$ cat src/rtl/vga_pkg.sv
// vga_pkg: shared constants and types for the scaled VGA output path.
//   - default 640x480@60 timing (front porch, sync, back porch per axis)
//   - NES source framebuffer size and default scaling/latency/width values
//   - rgb_t: one {R,G,B} pixel with DEF_COLOR_W bits per channel
package vga_pkg;

    localparam int DEF_H_ACTIVE = 640;
    localparam int DEF_H_FP     = 16;
    localparam int DEF_H_SYNC   = 96;
    localparam int DEF_H_BP     = 48;
    localparam int DEF_V_ACTIVE = 480;
    localparam int DEF_V_FP     = 10;
    localparam int DEF_V_SYNC   = 2;
    localparam int DEF_V_BP     = 33;
    localparam bit DEF_SYNC_POL = 1'b0;

    localparam int NES_W        = 256;
    localparam int NES_H        = 240;

    localparam int DEF_SCALE    = 2;
    localparam int DEF_RD_LAT   = 1;
    localparam int DEF_COLOR_W  = 4;
    localparam int DEF_ADDR_W   = 16;

    typedef struct packed {
        logic [DEF_COLOR_W-1:0] r;
        logic [DEF_COLOR_W-1:0] g;
        logic [DEF_COLOR_W-1:0] b;
    } rgb_t;

endpackage

$ cat src/rtl/vga_delay_line.sv
// vga_delay_line: enable-gated shift register of DEPTH stages, W bits wide.
//   clk     in   system clock
//   rst     in   synchronous active-low clear, loads RST_VAL into every stage
//   en      in   shift enable; all stages hold while low
//   d       in   W-bit input to the first stage
//   q       out  W-bit output of the last stage (d delayed DEPTH enabled cycles)
module vga_delay_line #(
    parameter int             W       = 1,
    parameter int             DEPTH   = 1,
    parameter logic [W-1:0]   RST_VAL = '0
) (
    input  logic         clk,
    input  logic         rst,
    input  logic         en,
    input  logic [W-1:0] d,
    output logic [W-1:0] q
);

    logic [W-1:0] sr_q [DEPTH];
    logic [W-1:0] sr_d [DEPTH];

    always_comb begin
        sr_d[0] = en ? d : sr_q[0];
        for (int i = 1; i < DEPTH; i++) sr_d[i] = en ? sr_q[i-1] : sr_q[i];
    end

    always_ff @(posedge clk) begin
        if (!rst) begin
            for (int i = 0; i < DEPTH; i++) sr_q[i] <= RST_VAL;
        end else begin
            sr_q <= sr_d;
        end
    end

    assign q = sr_q[DEPTH-1];

endmodule

$ cat src/rtl/vga_scaled_timing.sv
// vga_scaled_timing: parametrised VGA timing generator that centres an
// integer-scaled SRC_W x SRC_H framebuffer in the active area.
//   clk          in   system clock
//   rst          in   synchronous active-low reset
//   en           in   pixel-clock enable; all state advances only when high
//   fb_addr      out  framebuffer read address (holds outside the window)
//   fb_rd        out  read strobe, high for in-window pixels
//   fb_data      in   {R,G,B} returned RD_LAT enabled cycles after fb_addr
//   R, G, B      out  colour, black outside the window
//   VGA_H/VGA_V  out  sync, SYNC_POL while asserted
//   vblank       out  high while the output line is below the active area
//   frame_start  out  one-enabled-cycle pulse with output pixel (0,0)
// Every output is RD_LAT+2 enabled cycles behind the (h,v) counters.
module vga_scaled_timing
    import vga_pkg::*;
#(
    parameter int H_ACTIVE = DEF_H_ACTIVE,
    parameter int H_FP     = DEF_H_FP,
    parameter int H_SYNC   = DEF_H_SYNC,
    parameter int H_BP     = DEF_H_BP,
    parameter int V_ACTIVE = DEF_V_ACTIVE,
    parameter int V_FP     = DEF_V_FP,
    parameter int V_SYNC   = DEF_V_SYNC,
    parameter int V_BP     = DEF_V_BP,
    parameter bit SYNC_POL = DEF_SYNC_POL,
    parameter int SRC_W    = NES_W,
    parameter int SRC_H    = NES_H,
    parameter int SCALE    = DEF_SCALE,
    parameter int RD_LAT   = DEF_RD_LAT,
    parameter int COLOR_W  = DEF_COLOR_W,
    parameter int ADDR_W   = DEF_ADDR_W
) (
    input  logic                 clk,
    input  logic                 rst,
    input  logic                 en,
    output logic [ADDR_W-1:0]    fb_addr,
    output logic                 fb_rd,
    input  logic [3*COLOR_W-1:0] fb_data,
    output logic [COLOR_W-1:0]   R,
    output logic [COLOR_W-1:0]   G,
    output logic [COLOR_W-1:0]   B,
    output logic                 VGA_H,
    output logic                 VGA_V,
    output logic                 vblank,
    output logic                 frame_start
);

    localparam int H_TOTAL = H_ACTIVE + H_FP + H_SYNC + H_BP;
    localparam int V_TOTAL = V_ACTIVE + V_FP + V_SYNC + V_BP;
    localparam int SW      = SRC_W * SCALE;
    localparam int SH      = SRC_H * SCALE;
    localparam int H_OFF   = (H_ACTIVE - SW) / 2;
    localparam int V_OFF   = (V_ACTIVE - SH) / 2;
    localparam int HW      = $clog2(H_TOTAL);
    localparam int VW      = $clog2(V_TOTAL);

    if (H_ACTIVE < SW || V_ACTIVE < SH) begin : g_bad_offset
        $fatal(1, "scaled source image does not fit the active area");
    end
    if ((longint'(SRC_W) * SRC_H) > (longint'(1) << ADDR_W)) begin : g_bad_addr
        $fatal(1, "source framebuffer does not fit ADDR_W");
    end
    if (SCALE < 1 || SCALE > 4 || RD_LAT < 1) begin : g_bad_scale
        $fatal(1, "SCALE must be 1..4 and RD_LAT >= 1");
    end

    localparam logic [HW-1:0]     H_LAST   = HW'(H_TOTAL - 1);
    localparam logic [HW-1:0]     H_OFF_C  = HW'(H_OFF);
    localparam logic [HW-1:0]     SW_C     = HW'(SW);
    localparam logic [HW-1:0]     H_WEND   = HW'(H_OFF + SW - 1);
    localparam logic [HW-1:0]     HS_START = HW'(H_ACTIVE + H_FP);
    localparam logic [HW-1:0]     HS_LEN   = HW'(H_SYNC);
    localparam logic [VW-1:0]     V_LAST   = VW'(V_TOTAL - 1);
    localparam logic [VW-1:0]     V_OFF_C  = VW'(V_OFF);
    localparam logic [VW-1:0]     SH_C     = VW'(SH);
    localparam logic [VW-1:0]     VS_START = VW'(V_ACTIVE + V_FP);
    localparam logic [VW-1:0]     VS_LEN   = VW'(V_SYNC);
    localparam logic [VW-1:0]     V_ACT_C  = VW'(V_ACTIVE);
    localparam logic [1:0]        SC_LAST  = 2'(SCALE - 1);
    localparam logic [ADDR_W-1:0] SRC_W_C  = ADDR_W'(SRC_W);

    logic [HW-1:0]        h_q, h_d;
    logic [VW-1:0]        v_q, v_d;
    logic [ADDR_W-1:0]    x_q, x_d, base_q, base_d, fb_addr_q, fb_addr_d;
    logic [1:0]           xs_q, xs_d, ys_q, ys_d;
    logic                 fb_rd_q, fb_rd_d;
    logic [3*COLOR_W-1:0] rgb_q, rgb_d;

    logic [HW-1:0]        hx, hsx;
    logic [VW-1:0]        vy, vsy;
    logic [ADDR_W-1:0]    x_c, base_c;
    logic [1:0]           xs_c, ys_c;
    logic                 win, line_end, frame_clr, hs, vs, vb, fs, win_dl;
    logic [3:0]           ctl_dl;

    always_comb begin
        // Offsets are subtracted modulo 2^W so "below the start" wraps to a
        // large value and a single unsigned compare covers both window edges.
        hx        = h_q - H_OFF_C;
        vy        = v_q - V_OFF_C;
        hsx       = h_q - HS_START;
        vsy       = v_q - VS_START;
        win       = (hx < SW_C) && (vy < SH_C);
        hs        = (hsx < HS_LEN) ? SYNC_POL : ~SYNC_POL;
        vs        = (vsy < VS_LEN) ? SYNC_POL : ~SYNC_POL;
        vb        = v_q >= V_ACT_C;
        fs        = (h_q == '0) && (v_q == '0);
        line_end  = win && (h_q == H_WEND);
        // The scaler state is zeroed at the first line of the window so a
        // frame always starts from address 0; zeroing is applied to the
        // value used this cycle, which also covers H_OFF = 0.
        frame_clr = en && (v_q == V_OFF_C) && (h_q == '0);
        x_c       = frame_clr ? '0 : x_q;
        xs_c      = frame_clr ? '0 : xs_q;
        ys_c      = frame_clr ? '0 : ys_q;
        base_c    = frame_clr ? '0 : base_q;
        h_d       = en ? ((h_q == H_LAST) ? '0 : h_q + 1'b1) : h_q;
        v_d       = (en && h_q == H_LAST) ? ((v_q == V_LAST) ? '0 : v_q + 1'b1) : v_q;
        x_d       = x_c;
        xs_d      = xs_c;
        ys_d      = ys_c;
        base_d    = base_c;
        if (en && line_end) begin
            x_d    = '0;
            xs_d   = '0;
            ys_d   = (ys_c == SC_LAST) ? '0 : ys_c + 1'b1;
            base_d = (ys_c == SC_LAST) ? base_c + SRC_W_C : base_c;
        end else if (en && win) begin
            xs_d   = (xs_c == SC_LAST) ? '0 : xs_c + 1'b1;
            x_d    = (xs_c == SC_LAST) ? x_c + 1'b1 : x_c;
        end
        fb_rd_d   = en ? win : fb_rd_q;
        fb_addr_d = (en && win) ? base_c + x_c : fb_addr_q;
        rgb_d     = en ? (win_dl ? fb_data : '0) : rgb_q;
    end

    always_ff @(posedge clk) begin
        if (!rst) begin
            h_q       <= '0;
            v_q       <= '0;
            x_q       <= '0;
            xs_q      <= '0;
            ys_q      <= '0;
            base_q    <= '0;
            fb_addr_q <= '0;
            fb_rd_q   <= 1'b0;
            rgb_q     <= '0;
        end else begin
            h_q       <= h_d;
            v_q       <= v_d;
            x_q       <= x_d;
            xs_q      <= xs_d;
            ys_q      <= ys_d;
            base_q    <= base_d;
            fb_addr_q <= fb_addr_d;
            fb_rd_q   <= fb_rd_d;
            rgb_q     <= rgb_d;
        end
    end

    // Sync/flags: counter stage, address stage, RD_LAT memory stages and the
    // RGB register give RD_LAT+2 stages in total.
    vga_delay_line #(
        .W       (4),
        .DEPTH   (RD_LAT + 2),
        .RST_VAL ({~SYNC_POL, ~SYNC_POL, 2'b00})
    ) u_ctl_dl (
        .clk (clk),
        .rst (rst),
        .en  (en),
        .d   ({hs, vs, vb, fs}),
        .q   (ctl_dl)
    );

    // Window flag arrives together with fb_data, one stage before the RGB flop.
    vga_delay_line #(
        .W       (1),
        .DEPTH   (RD_LAT + 1),
        .RST_VAL (1'b0)
    ) u_win_dl (
        .clk (clk),
        .rst (rst),
        .en  (en),
        .d   (win),
        .q   (win_dl)
    );

    assign fb_addr                              = fb_addr_q;
    assign fb_rd                                = fb_rd_q;
    assign {R, G, B}                            = rgb_q;
    assign {VGA_H, VGA_V, vblank, frame_start}  = ctl_dl;

endmodule

$ cat config.mk
export PLATFORM = sky130hd
export DESIGN_NAME = vga_scaled_timing
export DESIGN_NICKNAME = d
export VERILOG_FILES = /design/src/rtl/vga_pkg.sv /design/src/rtl/vga_delay_line.sv /design/src/rtl/vga_scaled_timing.sv
export SDC_FILE = /design/constraint.sdc
export NUM_CORES = 1
export LEC_CHECK = 0
export BUFFER_PORTS_ARGS = -buffer_cell sky130_fd_sc_hd__buf_2
export CAP_MARGIN = 25
export CORE_MARGIN = 3
export CORE_UTILIZATION = 45
export CTS_CLUSTER_SIZE = 12
export DETAILED_ROUTE_END_ITERATION = 8
export HOLD_SLACK_MARGIN = 0.06
export PLACE_DENSITY = 0.62
export SETUP_SLACK_MARGIN = 0.2
export SLEW_MARGIN = 20
export SYNTH_ARGS = -nofsm -noshare
export SYNTH_HDL_FRONTEND = slang
export SYNTH_SLANG_ARGS = --single-unit
export TNS_END_PERCENT = 10
$ cat constraint.sdc
create_clock -name clk -period 4.6 [get_ports clk]
set_input_delay 0.69 -clock clk [delete_from_list [all_inputs] [get_ports clk]]
set_output_delay 0.69 -clock clk [all_outputs]
set_load 0.03 [all_outputs]
==> metrics.md, run 1 <==
| Metric | Value |
|---|---|
| Status | finished, final reports clean |
| Clock latency at the later pin of the worst-skew pair | 0.35 ns |
| Drt first-iter violations | 246 |
| Most common cell in the netlist | dfxtp_1 |
| Gr usage total | 0.1875 |
| Share of cells above drive strength 1 | 0.1415 |
| Post-synth ARST share | 0 |
| Critical path launch point | h_q[0] |
| TritonCTS Buffers | 9 |
| Post-route setup TNS | 0 ns |
| Synth area leader | dfxtp_1 |
| Routed Antenna Nets | 0 |
| Synth area leaders | dfxtp_1, ha_1, xor2_1 |
| Worst min path class | flop to flop |
| CTS tree | built |
| Final Core Density | 0.5317 |
| # diodes | 0 |
| CP Launch Type | flop |
| Final-report max-slew violation count | 0 |
| GRT met1 Usage | 0.2603 |
| H-tree depth | 3 |
| PD cells | 293.7 nW/um^2 |
| TritonCTS Sinks | 98 |
| Die X | 113.6 microns |
| Final hold violations | 0 |
| Root cell of the clock tree | clkbuf_16 |
| FMAX | 238.6 MHz |
| WL per Instance | 14.66 microns |
| First-pass GRT wire length | 19,530 microns |
| Nets | 682 |
| WHS | 0.4542 ns |
| Top cells by count, synth | dfxtp_1, nand2_1, nor2_1 |
| Core ar. | 11,080 sq um |
| Max stage delay on crit path | 0.54 ns |
| Area grow syn2layout | 13.01% |
| Vert. Die Dim | 113.6 microns |
| Die area | 12,910 sq um |
| Syn avg cell area | 8.503 sq um |
| R2R Setup Slk | 0.41 ns |
| Critical path class | flop to flop |
| Final period utilization | 0.9113 |
| Fillers | 1,044 |
| Clock Skews | 0.007015 ns |
| Total placed instance area | 5520 sq um |
| Sequential fraction of the synthesis area | 0.3764 |
| Slew Limit Headroom | 0.5609 |
| Netlist cell types | 62 |
| Final setup fails | 0 |
| Most used cell, CP | ha_1 |
| Worst Slack Setup Final | 0.4081 ns |
| Aggregate routed wire length | 11,580 microns |
| Via-per-instance ratio | 5.418 |
| Detailed Routing Iterations Pass 1 | 4 |
| Crit-path cells | inv_1 > ha_1 > or4b_1 > or4_4 > or2_4 > and2_1 > ha_1 > fa_1 > and3_1 > o311ai_1 > nand3_1 > a311oi_4 > a2bb2oi_2 > xor2_1 > o21ai_1 |
| Vias in the first global route | 4,047 |
| Synthesis Warnings | 0 |
| CTS clk-pin slew, worst paths | 0.07 ns |
| Worst EP arrival | 4.43 ns |
| Max cap viols | 0 |
| Number of buffers and inverters on the critical path | 1 |
| Synthesized cell area | 5212 sq um |
| Post-synthesis instance total | 613 |
| Worst-Margin Slew | 0.6586 ns |
| Largest net degree at the start of global routing | 61 |
| Data required, critical path | 4.84 ns |
| I/O Pins | 48 |
| Placement row count | 38 |
| IO Port Bufs | 47 |
| Post-synth top area share | 0.3764 |
| Met2 Use GR | 0.2764 |
| Worst-path fanout max | 7 |
| Min Tclk post-route | 4.192 ns |
| Seq cells post-synth | 98 |
| Pre-CTS WS | 0.2504 ns |
| Via Count | 4,280 |
| RePlAce Congestion | 0.8963 |
| Number of synthesized flops with an enable pin | 0 |
| CTS max path bufs | 2 |
| Slowest CP cell | or4_4 |
| Antenna violations before repair | 0 |
| CP endpoint kind | flop |
| Worst vdd ir | 0.0002171 V |
| Syn nets | 650 |
| Initial core utilization | 0.4705 |
| Reg2reg start | h_q[0] |
| GRT overflow | 0 |
| Met3 usage | 0.03448 |
| Most used routing layer | met2 |
| Hpwl dp | 8464 microns |
| Primary FF master, synth | dfxtp_1 |
| Residual DRC | 0 |
| RSZ-0062 raised after global routing | true |
| Top delay family on crit path | simple AND/OR/NAND/NOR gates |
| Hold_sp | fb_addr[8] |
| Leakage power | 2.549 nW |
| Design area | 5891 sq um |
[final cells by class]
cell class	count	area (sq um)	share of cell area
well taps	140	175.2	0.02974
clock buffers	10	229.0	0.03887
flip-flops and latches	98	1963	0.3333
repair buffers	56	306.5	0.05204
inverters	12	45.04	0.007647
clock inverters	6	90.09	0.01529
multi-input cells	468	3082	0.5232
[per-stage QoR]
step                total power [W]  std cells
finish                     0.001730        790
global route               0.001805        790
CTS                        0.001757        786
detailed placement        0.0009438        770
global placement          0.0009422        770
floorplan                 0.0009281        613
[worst min-delay path, stage by stage (launching register included)]
cell and delay [ns]:
dfxtp_1 0.31, nand3_1 0.05, o21ai_1 0.05
[per-layer routing]
layer  part of all wire  up-vias
li1                   -     2173
met1               0.49     1976
met2               0.43      113
met3              0.048       18
met4              0.024        0
met5                  0        -
[report_power, final]
group	internal [W]	total, W	switching, W
combinational	0.0000257	0.0000728	0.0000471
sequential	0.000852	0.000856	0.00000321
clock	0.000478	0.000802	0.000324
[path summary, 6_finish.rpt]
path | endpoint | cells after the start
min reg2reg | fb_addr[8] | 2
min | fb_addr[8] | 2
max reg2reg | fb_addr[12] | 15
max | fb_addr[12] | 15
[state kept, by name, summed over array words and instances, names as in the netlist]
name           cells
xs_q               2
base_q            16
u_ctl_dl.q         4
fb_rd              1
v_q               10
ys_q               2
u_ctl_dl.sr_q      8
u_win_dl.q         1
fb_addr           16
x_q               16
rgb_q             12
h_q               10
[what timing repair did]
| item | 4_1_cts | 5_1_grt |
|---|---|---|
| setup endpoints to repair | 0 | 6 |
| hold buffers | 0 | 0 |
| setup buffers | 0 | 4 |
| gates resized for setup | 0 | 8 |
[cell usage in the layout (no fill, tap or decap), drive strengths merged, types with 3 or more instances in the layout]
master	netlist	final
a211o	5	5
a21boi	8	8
a21oi	31	31
a31oi	5	5
and2	26	26
and3	18	18
and3b	3	3
and4	7	7
buf	5	56
clkbuf	30	10
dfxtp	98	98
ha	21	21
inv	12	13
maj3	3	3
mux2i	10	10
nand2	61	61
nand2b	8	8
nand3	23	23
nand4	11	11
nor2	55	55
nor2b	32	32
nor3	8	8
nor4	4	4
o211a	5	5
o211ai	3	3
o21ai	22	22
or2	7	7
or3	5	5
or4	3	3
xnor2	26	26
xor2	30	30
[logic make-up after synthesis]
logic type	Yosys count	synth area share
simple gates	274	0.2753
compound gates	102	0.1356
flops	98	0.3764
xor+xnor	56	0.09409
buf+inv	47	0.03720
fa+ha+maj	25	0.06001
mux	11	0.02136
Note: power is estimated with default switching activity, not from simulation.
==> run 2: changes to the inputs <==
Settings changed: ABC_AREA set to 1, CORE_ASPECT_RATIO set to 1.5, CTS_CLUSTER_SIZE 12 to unset, PLACE_DENSITY 0.62 to 0.61.
==> metrics.md, run 2 <==
| Metric | Value |
|---|---|
| Status | finished, final reports clean (unchanged) |
| Worst-path fanout max | 39 (was 7) |
| Post-CTS sizing | 0 (unchanged) |
| Layout Cells excl Fill | 981 (was 790) |
| IO Port Bufs | 47 (unchanged) |
| Data required, critical path | 4.84 ns (about the same) |
| Antenna violations before repair | 0 (unchanged) |
| Largest net degree at the start of global routing | 40 (was 61) |
| Post-synthesis instance total | 787 (was 613) |
| Post-synth ARST share | 0 (unchanged) |
| Met3 routed wirelength | 342 microns (was 559 microns) |
| Final-report max-slew violation count | 0 (unchanged) |
| Worst EP arrival | 3.36 ns (was 4.43 ns) |
| Synthesis Warnings | 0 (unchanged) |
| Leakage power | 2.774 nW (was 2.549 nW) |
| Worst min path class | flop to flop (unchanged) |
| Via-per-instance ratio | 5.037 (was 5.418) |
| Post-synth top area share | 0.3587 (was 0.3764) |
| Detailed Routing Iterations Pass 1 | 4 (unchanged) |
| # diodes | 0 (unchanged) |
| Routed Antenna Nets | 0 (unchanged) |
| GRT overflow | 0 (unchanged) |
| CTS clk-pin slew, worst paths | 0.07 ns (about the same) |
| Final setup fails | 0 (unchanged) |
| Aggregate routed wire length | 13,020 microns (was 11,580 microns) |
| Met1 WL | 5328 microns (was 5724 microns) |
| Setup bufs post-CTS | 0 (unchanged) |
| Hold_sp | base_q[3] (was fb_addr[8]) |
| Nets | 863 (was 682) |
| Worst vdd ir | 0.0002326 V (was 0.0002171 V) |
| Post-route setup TNS | 0 ns (unchanged) |
| Final period utilization | 0.6793 (was 0.9113) |
| Initial core utilization | 0.4670 (was 0.4705) |
| Synthesized cell area | 5469 sq um (was 5212 sq um) |
| Seq cells post-synth | 98 (unchanged) |
| Root cell of the clock tree | clkbuf_16 (unchanged) |
| Vert. Die Dim | 141.0 microns (was 113.6 microns) |
| Reg2reg start | v_q[1] (was h_q[0]) |
| Highest routed layer | met4 (unchanged) |
| TritonCTS Buffers | 9 (unchanged) |
| Total placed instance area | 5802 sq um (was 5520 sq um) |
| Share of cells above drive strength 1 | 0.1709 (was 0.1415) |
| Clock Skews | 0.006345 ns (was 0.007015 ns) |
| Die X | 96.01 microns (was 113.6 microns) |
| Placement row count | 48 (was 38) |
| Die area | 13,540 sq um (was 12,910 sq um) |
| Commonest non-fill, non-tap cells in the layout | nand2_1, nor2_1, inv_1 (was dfxtp_1, nand2_1, nor2_1) |
| Via Count | 4,941 (was 4,280) |
| Commonest non-fill, non-tap cell in the layout | nand2_1 (was dfxtp_1) |
| Sequential fraction of the synthesis area | 0.3587 (was 0.3764) |
| Min Tclk post-route | 3.125 ns (was 4.192 ns) |
| Clock latency at the later pin of the worst-skew pair | 0.34 ns (was 0.35 ns) |
| PD cells | 278.6 nW/um^2 (was 293.7 nW/um^2) |
| CP Launch Type | input pin (was flop) |
| CTS max path bufs | 2 (unchanged) |
| Syn avg cell area | 6.949 sq um (was 8.503 sq um) |
| I/O Pins | 48 (unchanged) |
| R2R Setup Slk | 1.49 ns (was 0.41 ns) |
| Drt first-iter violations | 174 (was 246) |
| Top cells by count, synth | nand2_1, nor2_1, inv_1 (was dfxtp_1, nand2_1, nor2_1) |
| CTS tree | built (unchanged) |
| Residual DRC | 0 (unchanged) |
| Reg-to-reg endpoint | fb_addr[10] (was fb_addr[12]) |
| Area grow syn2layout | 11.51% (was 13.01%) |
| Final Core Density | 0.5207 (was 0.5317) |
| Vias in the first global route | 4,788 (was 4,047) |
| Hpwl dp | 9956 microns (was 8464 microns) |
| Critical path class | input pin to flop (was flop to flop) |
| Syn nets | 824 (was 650) |
| Max cap viols | 0 (unchanged) |
| Reg2reg path depth | 22 (was 15) |
| Number of synthesized flops with an enable pin | 0 (unchanged) |
| First-pass GRT wire length | 21,920 microns (was 19,530 microns) |
| Gr usage total | 0.2038 (was 0.1875) |
| Primary FF master, synth | dfxtp_1 (unchanged) |
| Worst Hold End | base_q[3] (was fb_addr[8]) |
| CTS Hold Bufs | 0 (unchanged) |
| Hold Path Stages | 2 (unchanged) |
| WL per Instance | 13.27 microns (was 14.66 microns) |
| H-tree depth | 3 (unchanged) |
| Final hold violations | 0 (unchanged) |
| Core ar. | 11,710 sq um (was 11,080 sq um) |
| TritonCTS Sinks | 98 (unchanged) |
| Synth area leader | dfxtp_1 (unchanged) |
| Cells after DPL | 965 (was 770) |
| Most common cell in the netlist | nand2_1 (was dfxtp_1) |
| FMAX | 320.0 MHz (was 238.6 MHz) |
| Netlist cell types | 48 (was 62) |
| Design area | 6098 sq um (was 5891 sq um) |
| Met2 wire length | 7030 microns (was 5018 microns) |
| CP endpoint kind | flop (unchanged) |
| RSZ-0062 raised after global routing | false (was true) |
| RePlAce Congestion | 0.9027 (was 0.8963) |
| Worst-Margin Slew | 0.6286 ns (was 0.6586 ns) |
| Synth area leaders | dfxtp_1, nand2_1, nor2_1 (was dfxtp_1, ha_1, xor2_1) |
| Slew Limit Headroom | 0.5784 (was 0.5609) |
==> run 2: cell types whose count changed after synthesis, sizes merged, moves of 20 or more <==
cell	delta
xnor2	-24
nor3	+23
nand3	+43
xor2	-24
nor2b	-32
nor2	+61
inv	+101
a21oi	+30
nand2	+109
o21ai	+20
and2	-26
==> run 2: cell type report <==
cell class | instances | area (sq um)
Fill cell | 1258 | 5613
Multi-Input combinational cell | 549 | 2944
Sequential cell | 98 | 1962
Inverter | 116 | 435.4
Timing Repair Buffer | 52 | 272.8
Clock buffer | 9 | 225.2
Tap cell | 150 | 187.7
Clock inverter | 7 | 71.32
==> run 2: critical path: stages <==
cell     delay, ns
buf_2         0.11
inv_2         0.39
nor2_4        0.05
nand3_2       0.08
nor2_2        0.05
nand2_4       0.05
buf_4         0.42
nand2_1       0.19
inv_2         0.11
ha_1          0.28
a21oi_1       0.23
inv_1         0.07
nor2_1        0.11
nand2_1       0.09
nand3_1       0.08
nand2_1       0.06
nand2_1       0.05
nand2_1       0.04
o21ai_1       0.12
inv_1         0.05
==> run 2: logic make-up (layout without fill, tap and decap cells) <==
| group | Yosys count | count (layout) | synth area share |
|---|---|---|---|
| simple gates | 399 | 399 | 0.3521 |
| buf+inv | 140 | 184 | 0.1030 |
| compound gates | 120 | 120 | 0.1217 |
| flops | 98 | 98 | 0.3587 |
| fa+ha+maj | 22 | 22 | 0.05170 |
| xor+xnor | 8 | 8 | 0.01281 |
==> run 2: metal layers <==
layer | vias up | global-route usage
li1 | 2593 | -
met1 | 2253 | 0.2277
met2 | 72 | 0.3757
met3 | 23 | 0.03097
met4 | 0 | 0.07721
met5 | - | 0
==> run 2: per-stage QoR <==
step / setup WS (ns) / hold slack [ns] / power (W)
after floorplan: 1.348 / 0.4231 / 0.0009566
after global placement: 1.172 / 0.4319 / 0.0009771
after detailed placement: 1.108 / 0.4346 / 0.0009794
after CTS: 1.443 / 0.4456 / 0.001726
after global routing: 1.132 / 0.4711 / 0.001780
final: 1.475 / 0.4439 / 0.001699
==> run 2: power breakdown <==
part           leakage (nW)  internal (W)  total [W]  switching [W]
combinational          1.84     0.0000252  0.0000925      0.0000673
sequential            0.793      0.000858   0.000865     0.00000683
clock                 0.139      0.000383   0.000742       0.000359
total                  2.77       0.00127    0.00170       0.000433
==> run 2: worst max-delay path by stage <==
| stage | depth (start not counted) | end | from | slack, ns |
|---|---|---|---|---|
| 2_1_floorplan | 24 | fb_addr[10] | en | 1.35 |
| 3_3_place_gp | 20 | fb_addr[11] | en | 1.17 |
| 3_5_place_dp | 20 | fb_addr[11] | en | 1.11 |
| 4_1_cts | 22 | fb_addr[14] | v_q[1] | 1.44 |
| 5_1_grt | 20 | fb_addr[11] | en | 1.13 |
| 6_report | 20 | fb_addr[11] | en | 1.48 |
